`src/rtl/cl_serial_ctrl_if.sv`:
```
// cl_serial_ctrl_if
//   Request/response bundle between the register bank and the bit-serial
//   sequencer cl_serial_ctrl.
//   master : register bank side (drives start/abort/op/a/b, reads status/result)
//   slave  : sequencer side
//   Signals:
//     start   request a new operation
//     abort   cancel the operation in progress
//     op      cl select: 00 AND, 01 OR, 10 XOR, 11 NOT a
//     a, b    WIDTH-bit operands
//     busy    operation in progress
//     done    one-cycle completion pulse
//     result  last completed result
interface cl_serial_ctrl_if #(
    parameter int WIDTH = 8
);
    logic             start;
    logic             abort;
    logic [1:0]       op;
    logic [WIDTH-1:0] a;
    logic [WIDTH-1:0] b;
    logic             busy;
    logic             done;
    logic [WIDTH-1:0] result;

    modport master (
        output start, abort, op, a, b,
        input  busy, done, result
    );

    modport slave (
        input  start, abort, op, a, b,
        output busy, done, result
    );
endinterface

```
`src/rtl/cl_serial_ctrl.sv`:
```
// cl_serial_ctrl
//   Drives one shared 1-bit logic cell `cl` bit-serially (LSB first) over two
//   WIDTH-bit operands, one bit per clock, and assembles the WIDTH-bit result.
//   Ports:
//     clk     rising-edge clock
//     reset   synchronous reset, active-low
//     bus     request/response interface (slave side)
//     cl_a    bit of operand A presented to the cell (0 outside RUN)
//     cl_b    bit of operand B presented to the cell (0 outside RUN)
//     cl_s    cell function select (00 outside RUN)
//     cl_out  cell output, combinational response to cl_a/cl_b/cl_s
module cl_serial_ctrl #(
    parameter int WIDTH = 8
) (
    input  logic            clk,
    input  logic            reset,
    cl_serial_ctrl_if.slave bus,
    output logic            cl_a,
    output logic            cl_b,
    output logic [1:0]      cl_s,
    input  logic            cl_out
);
    localparam int CW = $clog2(WIDTH);
    localparam logic [CW-1:0] CNT_LAST = CW'(WIDTH - 1);

    typedef enum logic [1:0] {
        IDLE = 2'b00,
        RUN  = 2'b01,
        DONE = 2'b10
    } state_t;

    state_t           state;
    state_t           state_next;
    logic [CW-1:0]    cnt;
    logic [WIDTH-1:0] a_reg;
    logic [WIDTH-1:0] b_reg;
    logic [WIDTH-1:0] acc;
    logic [1:0]       op_reg;
    logic [WIDTH-1:0] result_reg;
    logic             last_bit;

    assign last_bit = (cnt == CNT_LAST);

    // NOTE: clocked state uses non-blocking assignments so every register
    // samples the pre-edge values of the others, independent of block order.
    always_ff @(posedge clk) begin
        if (!reset) begin
            state <= IDLE;
        end else begin
            state <= state_next;
        end
    end

    // NOTE: every output of a combinational block gets a default first so no
    // path leaves it unassigned, which would otherwise infer a latch.
    always_comb begin
        state_next = state;
        unique case (state)
            IDLE: if (bus.start) state_next = RUN;
            // Abort wins over a completion on the final bit.
            RUN: begin
                if (bus.abort) begin
                    state_next = IDLE;
                end else if (last_bit) begin
                    state_next = DONE;
                end
            end
            DONE:    state_next = IDLE;
            default: state_next = IDLE;
        endcase
    end

    // Operand capture, bit counter and result assembly.
    always_ff @(posedge clk) begin
        if (!reset) begin
            cnt        <= '0;
            a_reg      <= '0;
            b_reg      <= '0;
            acc        <= '0;
            op_reg     <= 2'b00;
            result_reg <= '0;
        end else begin
            case (state)
                IDLE: begin
                    if (bus.start) begin
                        a_reg  <= bus.a;
                        b_reg  <= bus.b;
                        op_reg <= bus.op;
                        cnt    <= '0;
                        acc    <= '0;
                    end
                end
                RUN: begin
                    if (bus.abort) begin
                        // Partial accumulator is simply abandoned; it is
                        // cleared again on the next accepted start.
                        cnt <= '0;
                    end else begin
                        acc[cnt] <= cl_out;
                        if (last_bit) begin
                            // acc[WIDTH-1] is being written on this same edge,
                            // so the top bit comes straight from the cell.
                            result_reg <= {cl_out, acc[WIDTH-2:0]};
                        end else begin
                            cnt <= cnt + CW'(1);
                        end
                    end
                end
                default: ;
            endcase
        end
    end

    // Status and cell drive are pure decodes of the registered state.
    always_comb begin
        bus.busy = 1'b0;
        bus.done = 1'b0;
        cl_a     = 1'b0;
        cl_b     = 1'b0;
        cl_s     = 2'b00;
        case (state)
            RUN: begin
                bus.busy = 1'b1;
                cl_a     = a_reg[cnt];
                cl_b     = b_reg[cnt];
                cl_s     = op_reg;
            end
            DONE:    bus.done = 1'b1;
            default: ;
        endcase
    end

    assign bus.result = result_reg;
endmodule

```
`src/flat_wrapper.sv`:
```
// flat-port wrapper written by rule: the top's interface ports become plain ports
module cl_serial_ctrl_flat 
#(
    parameter int WIDTH = 8
)
  (clk, reset, cl_a, cl_b, cl_s, cl_out, bus_start, bus_abort, bus_op, bus_a, bus_b, bus_busy, bus_done, bus_result);
  cl_serial_ctrl_if #(.WIDTH(WIDTH)) bus_i ();
  input  logic clk;
  input  logic reset;
  output logic cl_a;
  output logic cl_b;
  output logic [1:0] cl_s;
  input  logic cl_out;
  input wire logic [$bits(bus_i.start)-1:0] bus_start;
  input wire logic [$bits(bus_i.abort)-1:0] bus_abort;
  input wire logic [$bits(bus_i.op)-1:0] bus_op;
  input wire logic [$bits(bus_i.a)-1:0] bus_a;
  input wire logic [$bits(bus_i.b)-1:0] bus_b;
  output wire logic [$bits(bus_i.busy)-1:0] bus_busy;
  output wire logic [$bits(bus_i.done)-1:0] bus_done;
  output wire logic [$bits(bus_i.result)-1:0] bus_result;
  assign bus_i.start = bus_start;
  assign bus_i.abort = bus_abort;
  assign bus_i.op = bus_op;
  assign bus_i.a = bus_a;
  assign bus_i.b = bus_b;
  assign bus_busy = bus_i.busy;
  assign bus_done = bus_i.done;
  assign bus_result = bus_i.result;
  cl_serial_ctrl #(.WIDTH(WIDTH)) u_core (.clk(clk), .reset(reset), .bus(bus_i), .cl_a(cl_a), .cl_b(cl_b), .cl_s(cl_s), .cl_out(cl_out));
endmodule
```
`config.mk`:
```
export PLATFORM = sky130hd
export DESIGN_NAME = cl_serial_ctrl_flat
export DESIGN_NICKNAME = d
export VERILOG_FILES = /design/src/rtl/cl_serial_ctrl_if.sv /design/src/rtl/cl_serial_ctrl.sv /design/src/flat_wrapper.sv
export SDC_FILE = /design/constraint.sdc
export NUM_CORES = 1
export LEC_CHECK = 0
export ABC_AREA = 1
export ABC_CLOCK_PERIOD_IN_PS = 1400
export CAP_MARGIN = 5
export CELL_PAD_IN_SITES_DETAIL_PLACEMENT = 1
export CELL_PAD_IN_SITES_GLOBAL_PLACEMENT = 1
export CORE_MARGIN = 4
export CORE_UTILIZATION = 35
export CTS_CLUSTER_DIAMETER = 150
export DETAILED_ROUTE_END_ITERATION = 6
export GPL_ROUTABILITY_DRIVEN = 0
export PLACE_DENSITY = 0.77
export SLEW_MARGIN = 20
export SYNTH_ARGS = -nofsm -noshare
export SYNTH_HDL_FRONTEND = slang
export SYNTH_SLANG_ARGS = --single-unit
export TNS_END_PERCENT = 20
```
`constraint.sdc`:
```
create_clock -name clk -period 1.4 [get_ports clk]
set_clock_uncertainty 0.05 [all_clocks]
set_input_delay 0.28 -clock clk [delete_from_list [all_inputs] [get_ports clk]]
set_output_delay 0.28 -clock clk [all_outputs]
set_load 0.02 [all_outputs]
```
==> flow_results.org <==
** GRT
- Global-route wire length before repair :: 8.576 mm
- Remaining global-route overflow :: 0
- The number of antenna violations at the first check in global routing is 0.
- Vias in the first global route :: 1845
- Largest net degree at the start of global routing :: 18
- Global routing used 17.56% of the available tracks across all layers.

** Logic synthesis
- Counting flops with a built-in enable in the synthesized netlist gives 0.
- Combinational family with the most area after synthesis :: simple AND/OR/NAND/NOR gates
- Post-synthesis xor/xnor area fraction :: 0%
- After Yosys synthesis, and, or, nand and nor cells account for 33.07% of the synthesized area.
- Multiplexer fraction of the synthesized cell area :: 0%
- Of all flip-flops after synthesis, the portion carrying an async set or reset was 0%.
- Counting distinct cell types in the post-synthesis netlist gives 22.
- Average footprint of a synthesized cell :: 6.949 sq um
- Compound-gate portion of the synthesized area :: 12.77%
- Summing the areas of all fa, ha and maj instances in the mapped netlist gives 1.435% of the synthesized area.
- For this run, the register share of the synthesized area comes to 43.62%.
- Portion of synthesized cell area occupied by the leading cell type :: 43.62%
- Cells taking the most area after synthesis :: sky130_fd_sc_hd__dfxtp_1, sky130_fd_sc_hd__nor2_1, sky130_fd_sc_hd__nand2_1
- The most used flip-flop cell after synthesis is sky130_fd_sc_hd__dfxtp_1.
- The largest total area in the synthesized netlist belongs to sky130_fd_sc_hd__dfxtp_1.
- Counting every instance in the synthesized netlist gives 251.
- Total of flip-flops plus latches after synthesis :: 38
- Summing every instance area after synthesis gives 1744 sq um.
- Cell with the most instances after synthesis :: sky130_fd_sc_hd__nor2_1
- Top cell types by occurrence after synthesis :: sky130_fd_sc_hd__nor2_1, sky130_fd_sc_hd__nand2_1, sky130_fd_sc_hd__dfxtp_1
- Number of nets produced by synthesis :: 276
- The Yosys step of the flow raised 0 warnings.

** Timing
- Count of endpoints failing setup in the final report :: 15
- Of the available clock period, the critical path in the final layout requires 120.9%.
- Number of endpoints with negative hold slack in the final report :: 0
- Sum of negative setup slack :: -1.511 ns
- Final count of pins violating max slew :: 0
- For the pin with the worst max-slew slack, the measured transition is 0.3279 ns.
- Timing would allow up to 590.6 MHz.
- Hold timing on the final database bottoms out at a slack of 0.4059 ns.
- Post-layout worst setup margin :: -0.2932 ns
- For the finished layout, the period the worst path requires is 1.693 ns.
- Setup repair after global routing missed its margin :: true
- The worst pin sits at a relative slew slack of 78.11%.

** Pwr
- Power per Cell Area :: 909.2 nW/um^2
- Peak ir drop on the vdd network :: 0.0005094 V
- After layout, the design draws a total of 2.354 mW.
- The analysis attributes to cell leakage a power of 1.104 nW.

** Outcome
- The run finished, with violations left.
- Violations in the final reports :: setup timing

** Worst hold path
- The tightest min-delay check is of the reg -> reg type.

** Floorplan
- For this design the top-level I/O count stands at 37.
- Measured along the x axis, the die boundary spans 78.59 um.
- The floorplan step defined a core boundary enclosing 4786 sq um.
- In this run the vertical extent of the chip is 78.59 um.
- Once the floorplan was initialized, standard cells occupied 36.44% of the core.
- Number of standard-cell rows in the floorplan :: 25
- The floorplan step defined a die boundary enclosing 6176 sq um.

** Route
- In this run the remaining antenna-violating nets after routing total 0.
- Dividing the detail-routed wire length by the instance count gives 13.44 um.
- Count of vias placed by the detailed router :: 1797
- Sum of routed wire length over all layers :: 5.135 mm
- DRC Markers :: 0
- After the first detailed-routing iteration, the DRC count stood at 75.
- The first detailed-routing pass took 4 iterations.
- In the routed layout, each cell is associated on average with a via count of 4.704.

** CTS
- CTS Hold Bufs :: 0
- The number of clock buffers added by TritonCTS is 5.
- The longest clock path from root to sink contains 2 buffers.
- Clock-pin slew was measured on the worst setup and hold paths at 0.07 ns.
- Cell at the root of the clock tree :: sky130_fd_sc_hd__clkbuf_8
- Clk Latency, worst-skew pair :: 0.30 ns
- Number of sinks on the clock net :: 38
- TritonCTS clock tree :: built
- # H-tree levels :: 2

** Placement
- Prior to clock tree synthesis, the placed netlist has a worst setup slack of -0.5432 ns.
- Port buffering added 36 buffers.
- HPWL after detailed placement :: 3.608 mm

** Cells and area
- The number of antenna diodes in the final layout is 0.
- Of the cells placed in the final design, the portion with a size suffix greater than 1 is 26.03%.
- Area overhead of the layout relative to synthesis :: 48.42%
- Nets@finish :: 339
- # fillers :: 610

** Job
- Max-cap violations :: 0

** Worst setup path
- Standard cell with the maximum stage delay on the critical path :: sky130_fd_sc_hd__dfxtp_4
- The number of buffers and inverters on the critical path is 2.
- STA classifies the critical path startpoint as a flop.
- Critical Path Sink Type :: output port
- Maximum fanout encountered on the critical timing path :: 8
- For this run, the slowest stage of the critical path takes 0.43 ns.
- Setup slack on the worst reg-to-reg path comes out at -0.09 ns.
- Among cell families on the critical path, the largest total delay comes from flip-flops.
- At the worst endpoint, the required time is 1.07 ns.
- Crit Path Category :: reg -> out
- Critical Path AT :: 1.36 ns
- Walking the worst path, the cells encountered are buf_6 -> nand2_1 -> nand3_1 -> nand3_1 -> nor2_2 -> nor2_2 -> buf_6.
final cells by class:
type,count,area [sq um],area share (%)
clock inverters,1,5.005,0.1933
inverters,14,68.82,2.658
flip-flops and latches,38,774.5,29.92
multi-input cells,186,944.7,36.49
repair buffers,69,625.6,24.17
well taps,67,83.83,3.238
clock buffers,7,86.33,3.335
worst reg2reg max path, stage by stage, from the launching register on:
cell                         delay [ns]
sky130_fd_sc_hd__dfxtp_4           0.38
sky130_fd_sc_hd__buf_4             0.16
sky130_fd_sc_hd__ha_4              0.16
sky130_fd_sc_hd__ha_4              0.16
sky130_fd_sc_hd__nand3_4           0.11
sky130_fd_sc_hd__clkinvlp_4        0.19
sky130_fd_sc_hd__nor2_1            0.13
sky130_fd_sc_hd__nor2_1            0.05
stage by stage:
stage	instance area, sq um	cells	util, %
final	2589	382	54.09
after global routing	2589	382	54.09
after CTS	2471	379	51.63
after detailed placement	2325	371	48.58
after global placement	2325	371	48.58
after floorplan	1770	251	-
final timing paths:
kind,start,end,depth (start not counted)
min,u_core.op_reg[1],u_core.op_reg[1],2
max reg2reg,u_core.cnt[1],u_core.bus.result[4],7
min reg2reg,u_core.op_reg[1],u_core.op_reg[1],2
max,u_core.cnt[0],cl_b,7
timing repair:
action                                  in CTS  in global routing
setup buffers                                0                  3
hold endpoints to repair                     0                  0
endpoints found under the setup margin      34                 32
gates resized for setup                     72                 25
pin swaps                                    4                  7
cell families after synthesis:
kind of cell    Yosys count
compound gates           44
fa+ha+maj                 2
buf+inv                  27
flops                    38
simple gates            140
metal layers:
| metal | global-route usage [%] | up-vias | share of wire (%) | routed length (um) |
|---|---|---|---|---|
| li1 | - | 928 | - | - |
| met1 | 21.14 | 833 | 45 | 2313 |
| met2 | 30.31 | 30 | 50 | 2583 |
| met3 | 4.243 | 6 | 3.6 | 184 |
| met4 | 6.119 | 0 | 1.0 | 53 |
| met5 | 0 | - | 0 | 0 |
placed cells by master (no fill, tap or decap), types with 2 or more instances in the layout:
cell type | synthesis | routed
sky130_fd_sc_hd__dfxtp_4 | 0 | 3
sky130_fd_sc_hd__buf_6 | 3 | 10
sky130_fd_sc_hd__a21oi_1 | 16 | 12
sky130_fd_sc_hd__nand2_4 | 0 | 4
sky130_fd_sc_hd__nor2_1 | 64 | 57
sky130_fd_sc_hd__buf_4 | 1 | 27
sky130_fd_sc_hd__dfxtp_2 | 0 | 2
sky130_fd_sc_hd__clkbuf_8 | 1 | 6
sky130_fd_sc_hd__nand2_1 | 52 | 48
sky130_fd_sc_hd__nand2_2 | 4 | 4
sky130_fd_sc_hd__dfxtp_1 | 38 | 33
sky130_fd_sc_hd__inv_1 | 11 | 7
sky130_fd_sc_hd__nor2_4 | 1 | 2
sky130_fd_sc_hd__nand3_4 | 0 | 2
sky130_fd_sc_hd__a21oi_2 | 0 | 3
sky130_fd_sc_hd__clkdlybuf4s50_1 | 0 | 22
sky130_fd_sc_hd__nor2_2 | 0 | 6
sky130_fd_sc_hd__nand4_1 | 4 | 4
sky130_fd_sc_hd__inv_2 | 2 | 4
sky130_fd_sc_hd__ha_4 | 0 | 2
sky130_fd_sc_hd__o21ai_0 | 27 | 18
sky130_fd_sc_hd__nand3_1 | 14 | 13
sky130_fd_sc_hd__o21ai_1 | 0 | 9
sky130_fd_sc_hd__dlygate4sd2_1 | 0 | 8
power breakdown:
part	switching, mW	leakage [nW]	internal (mW)
sequential	0.0336	0.315	1.13
combinational	0.204	0.741	0.185
clock	0.403	0.0482	0.398
Note: power is estimated with default switching activity, not from simulation.
